--- config.mk ---
export PLATFORM = sky130hd
export DESIGN_NAME = cache_port_arbiter
export DESIGN_NICKNAME = d
export VERILOG_FILES = /design/src/rtl/rv32i_types.sv /design/src/rtl/arb_req_latch.sv /design/src/rtl/cache_port_arbiter.sv
export SDC_FILE = /design/constraint.sdc
export NUM_CORES = 1
export LEC_CHECK = 0
export ABC_AREA = 1
export CAP_MARGIN = 20
export CORE_MARGIN = 2
export CORE_UTILIZATION = 39
export DETAILED_ROUTE_END_ITERATION = 8
export GPL_TIMING_DRIVEN = 0
export PLACE_DENSITY = 0.87
export SYNTH_ARGS = -nofsm -noshare
export SYNTH_HDL_FRONTEND = slang
export SYNTH_HIERARCHICAL = 1
export SYNTH_SLANG_ARGS = --single-unit
--- constraint.sdc ---
create_clock -name clk -period 2.9 [get_ports clk]
set_input_delay 0.435 -clock clk [delete_from_list [all_inputs] [get_ports clk]]
set_output_delay 0.435 -clock clk [all_outputs]
set_load 0.02 [all_outputs]
--- src/rtl/rv32i_types.sv ---
// Shared pipeline types: arbiter state encoding, owner tags and the streak limit default.
package rv32i_types;

   localparam int ARB_MAX_D_STREAK_DEFAULT = 4;

   typedef enum logic [1:0] {
      IDLE   = 2'd0,
      I_BUSY = 2'd1,
      D_BUSY = 2'd2
   } arb_state_t;

   typedef enum logic [1:0] {
      OWNER_NONE = 2'd0,
      OWNER_I    = 2'd1,
      OWNER_D    = 2'd2
   } arb_owner_t;

   function automatic arb_owner_t arb_owner_of(arb_state_t s);
      arb_owner_t o;
      o = OWNER_NONE;
      if (s == I_BUSY) o = OWNER_I;
      if (s == D_BUSY) o = OWNER_D;
      return o;
   endfunction

endpackage

--- src/rtl/arb_req_latch.sv ---
// Holds the granted request on the shared port until its response, so requester
// inputs are free to change while the transaction is in flight.
module arb_req_latch #(
   parameter int ADDR_W = 32,
   parameter int DATA_W = 32
) (
   input  logic                clk,
   input  logic                rst_n,
   input  logic                load_i,
   input  logic                clear_i,
   input  logic                read_i,
   input  logic                write_i,
   input  logic [ADDR_W-1:0]   addr_i,
   input  logic [DATA_W-1:0]   wdata_i,
   input  logic [DATA_W/8-1:0] wmask_i,
   output logic                read_o,
   output logic                write_o,
   output logic [ADDR_W-1:0]   addr_o,
   output logic [DATA_W-1:0]   wdata_o,
   output logic [DATA_W/8-1:0] wmask_o
);

   logic                read_q,  read_d;
   logic                write_q, write_d;
   logic [ADDR_W-1:0]   addr_q,  addr_d;
   logic [DATA_W-1:0]   wdata_q, wdata_d;
   logic [DATA_W/8-1:0] wmask_q, wmask_d;

   // Load wins over clear; the two never coincide since load only happens in IDLE.
   always_comb begin
      read_d  = read_q;
      write_d = write_q;
      addr_d  = addr_q;
      wdata_d = wdata_q;
      wmask_d = wmask_q;
      if (load_i) begin
         read_d  = read_i;
         write_d = write_i;
         addr_d  = addr_i;
         wdata_d = wdata_i;
         wmask_d = wmask_i;
      end else if (clear_i) begin
         read_d  = 1'b0;
         write_d = 1'b0;
         addr_d  = '0;
         wdata_d = '0;
         wmask_d = '0;
      end
   end

   always_ff @(posedge clk or negedge rst_n) begin
      if (!rst_n) begin
         read_q  <= 1'b0;
         write_q <= 1'b0;
         addr_q  <= '0;
         wdata_q <= '0;
         wmask_q <= '0;
      end else begin
         read_q  <= read_d;
         write_q <= write_d;
         addr_q  <= addr_d;
         wdata_q <= wdata_d;
         wmask_q <= wmask_d;
      end
   end

   assign read_o  = read_q;
   assign write_o = write_q;
   assign addr_o  = addr_q;
   assign wdata_o = wdata_q;
   assign wmask_o = wmask_q;

endmodule

--- src/rtl/cache_port_arbiter.sv ---
// Shares one memory port between fetch and MEM; data wins ties, a streak limit
// hands the port to a waiting fetch after MAX_D_STREAK back-to-back data grants.
module cache_port_arbiter
   import rv32i_types::*;
#(
   parameter int MAX_D_STREAK = ARB_MAX_D_STREAK_DEFAULT,
   parameter int ADDR_W       = 32,
   parameter int DATA_W       = 32
) (
   input  logic                clk,
   input  logic                rst_n,
   input  logic                i_read,
   input  logic [ADDR_W-1:0]   i_addr,
   output logic [DATA_W-1:0]   i_rdata,
   output logic                i_resp,
   input  logic                d_read,
   input  logic                d_write,
   input  logic [ADDR_W-1:0]   d_addr,
   input  logic [DATA_W-1:0]   d_wdata,
   input  logic [DATA_W/8-1:0] d_wmask,
   output logic [DATA_W-1:0]   d_rdata,
   output logic                d_resp,
   output logic                mem_read,
   output logic                mem_write,
   output logic [ADDR_W-1:0]   mem_addr,
   output logic [DATA_W-1:0]   mem_wdata,
   output logic [DATA_W/8-1:0] mem_wmask,
   input  logic [DATA_W-1:0]   mem_rdata,
   input  logic                mem_resp
);

   localparam int STREAK_W = $clog2(MAX_D_STREAK + 1);
   localparam logic [STREAK_W-1:0] STREAK_MAX = STREAK_W'(MAX_D_STREAK);

   arb_state_t          state_q, state_d;
   logic [STREAK_W-1:0] streak_q, streak_d;
   arb_owner_t          owner;

   logic                d_req;
   logic                grant_d;
   logic                grant_i;
   logic                done;
   logic                ld_read;
   logic                ld_write;
   logic [ADDR_W-1:0]   ld_addr;
   logic [DATA_W-1:0]   ld_wdata;
   logic [DATA_W/8-1:0] ld_wmask;

   assign d_req   = d_read | d_write;
   assign grant_d = (state_q == IDLE) && d_req && !(i_read && (streak_q == STREAK_MAX));
   assign grant_i = (state_q == IDLE) && !grant_d && i_read;
   assign owner   = arb_owner_of(state_q);
   assign done    = (owner != OWNER_NONE) && mem_resp;

   // A simultaneous read+write is illegal; the write is the one launched.
   always_comb begin
      ld_read  = 1'b1;
      ld_write = 1'b0;
      ld_addr  = i_addr;
      ld_wdata = '0;
      ld_wmask = '0;
      if (grant_d) begin
         ld_read  = d_read & ~d_write;
         ld_write = d_write;
         ld_addr  = d_addr;
         ld_wdata = d_wdata;
         ld_wmask = d_wmask;
      end
   end

   arb_req_latch #(
      .ADDR_W (ADDR_W),
      .DATA_W (DATA_W)
   ) u_req_latch (
      .clk     (clk),
      .rst_n   (rst_n),
      .load_i  (grant_d | grant_i),
      .clear_i (done),
      .read_i  (ld_read),
      .write_i (ld_write),
      .addr_i  (ld_addr),
      .wdata_i (ld_wdata),
      .wmask_i (ld_wmask),
      .read_o  (mem_read),
      .write_o (mem_write),
      .addr_o  (mem_addr),
      .wdata_o (mem_wdata),
      .wmask_o (mem_wmask)
   );

   always_comb begin
      state_d  = state_q;
      streak_d = streak_q;
      unique case (state_q)
         IDLE: begin
            if (grant_d) begin
               state_d  = D_BUSY;
               streak_d = !i_read ? '0 :
                          (streak_q == STREAK_MAX) ? streak_q : streak_q + STREAK_W'(1);
            end else if (grant_i) begin
               state_d  = I_BUSY;
               streak_d = '0;
            end
         end
         I_BUSY, D_BUSY: begin
            if (mem_resp) state_d = IDLE;
         end
         default: state_d = IDLE;
      endcase
   end

   always_ff @(posedge clk or negedge rst_n) begin
      if (!rst_n) begin
         state_q  <= IDLE;
         streak_q <= '0;
      end else begin
         state_q  <= state_d;
         streak_q <= streak_d;
      end
   end

   // Responses go to the owner only; write completions return zero data.
   assign i_resp  = done && (owner == OWNER_I);
   assign d_resp  = done && (owner == OWNER_D);
   assign i_rdata = i_resp ? mem_rdata : '0;
   assign d_rdata = (d_resp && mem_read) ? mem_rdata : '0;

endmodule

==> metrics.yaml <==
reg2reg_slack_ns: 1.11
synth-seq-cells: 75
netlist_top_cells_area: "dfrtp_1, nand2_1, nor2_1"
clock_skew_ns: 0.0150
start_kind: "register"
synth_cell_types: 16
rsz0062_at_grt: "no"
max_slew_margin: 0.754
finalHoldViolCount: 0
period_share: 0.945
via_per_inst: 4.42
synth_area_um2: 4170
maxSlewViolCount: 0
clk_pin_slew_ns: 0.08
maxCapViolCount: 0
grt_use_total: 0.245
rows: 37
hpwl_um: 11100
max_clock_freq_ghz: 0.365
grt_max_degree: 71
setup_tns_ns: 0
portBuffers: 273
holdCritPathClass: "in2async"
numClockSinks: 75
die_y_um: 107
drt_pre_antenna_iters: 4
io_pins: 274
num-nets-final: 1064
numCtsBuffers: 9
die-area_um2: 11500
area_delta_synth_final_pct: 76.2
core-area_um2: 10400
syn_avg_cell_area_um2: 6.57
critPathMaxFanout: 10
wl_um: 14200
final_antenna_net_count: 0
period_minus_slack_ns: 2.74
antenna_found_initial: 0
cp.arrival_ns: 2.31
worstSkewPairLatency_ns: 0.34
reg2reg_depth: 8
gp_congestion: 0.825
ys_seq_area_frac: 0.450
grt_remaining_overflow: 0
crit_required_ns: 2.47
p_leak_uw: 0.00424
peakVddDrop_mv: 0.434
cts_root_buf: "clkbuf_8"
route.detailed.drc: 0
status: "complete, no violations"
cts_buffer_depth: 2
grt_pass1_wl_um: 22000
first_iter_violations: 179
htree_levels: 3
pwr_density_cell_nw_per_um2: 915
cts_tree: "yes"
grt_pass1_vias: 4558
crit_type: "reg2out"
tightestPinTransition_ns: 0.368
initial_core_util: 0.403
synth_top_area_frac: 0.450
drive_gt1_frac: 0.0583
synth_warnings: 6
r2r_start: "state_q[1]"
finalSetupViolCount: 0
yosysTopAreaCell: "dfrtp_1"
worst_setup_path_end_kind: "output pin"
synth_cells: 635
vias: 4691
cts_setup_buffers: 0
fin_util: 0.709
routedWlPerCell_um: 13.4
diodes: 0
cp-startpoint: "state_q[1]"
syn-num-nets: 778
die_w_um: 107
==> stage by stage <==
stage               power (uW)  hold WS, ns  cell area [um^2]  cells  worst slack, ns
floorplan                 4020        0.139              4170    635            0.966
global placement          5820        0.452              7080   1044            -1.26
detailed placement        5890        0.263              7100   1045           0.0989
CTS                       6800        0.450              7320   1062           0.0511
global route              7200        0.440              7360   1062           0.0150
finish                    6730        0.461              7360   1062            0.160
==> Yosys cell counts <==
cell type	n
a21oi_1	1
buf_2	20
buf_4	1
buf_6	10
dfrtp_1	75
ha_1	5
inv_1	81
nand2_1	326
nand2_2	2
nand3_1	6
nand3_2	1
nor2_1	102
nor2_4	1
nor2_8	1
o21ai_0	2
o21ai_1	1
==> worst paths after layout <==
kind,end
worst max register to register,u_req_latch/addr_o[10]
max in group asynchronous,u_req_latch/write_o
worst min-delay path,u_req_latch/addr_o[1]
worst min register to register,u_req_latch/wdata_o[6]
min in group clk,u_req_latch/wdata_o[6]
worst max-delay path,i_resp
==> what timing repair did <==
item                                    4_1_cts  5_1_grt
endpoints found under the setup margin       21       16
pin swaps                                     0        0
endpoints found under the hold margin         5        0
hold buffers                                  1        0
gates resized for setup                      14       16
==> cell families (layout without fill, tap and decap cells) <==
family / count (synthesis) / count (layout) / synth area share
AOI/OAI and AO/OA: 4 / 4 / 0.00479
adders and majority gates: 5 / 5 / 0.0150
buffers and inverters: 112 / 403 / 0.126
DFF: 75 / 75 / 0.450
and+or+nand+nor: 439 / 439 / 0.405
==> power by group <==
part | internal, uW | switching, uW
logic | 1720 | 2310
clock network | 487 | 395
registers | 1540 | 273
total | 3750 | 2980
==> layer usage <==
metal / routed length [um] / GRT usage / vias to the layer above
li1: - / - / 2398
met1: 5340 / 0.268 / 2085
met2: 7480 / 0.446 / 188
met3: 1070 / 0.0642 / 20
met4: 323 / 0.101 / 0
met5: 0 / 0 / -
==> registers in the layout (all words and copies together), names as in the netlist <==
signal and count:
streak_q 3, u_req_latch/wmask_o 4, u_req_latch/wdata_o 32, u_req_latch/write_o 1, u_req_latch/read_o 1, state_q 2
u_req_latch/addr_o 32
==> worst max-delay path: stages (launching register included) <==
cell and delay, ns:
dfrtp_1 0.37, inv_1 0.07, ha_1 0.31, nand2_1 0.06, inv_1 0.17, nand2_2 0.13, buf_2 0.21, inv_1 0.06
clkdlybuf4s50_1 0.59
==> cell type report <==
type                       instances  area [um^2]
buffer                            31          220
clock buffer                      10          128
clock inverter                     6         90.1
fill                             858         3010
inverter                          81          304
multi-input combinational        448         1780
sequential                        75         1880
tap                              136          170
timing repair buffer             275         2790
==> placed cells by master (no fill, tap or decap), types with 3 or more instances in the layout <==
cell and count:
buf_6 10, clkdlybuf4s50_1 243, clkbuf_8 9, dfrtp_1 75, nand2_1 325, buf_2 20
dlymetal6s2s_1 16, nor2_1 102, nand2_2 3, nand3_1 6, ha_1 5, dlygate4sd2_1 13
inv_1 81
No activity file was read; power rests on OpenSTA's default activity.
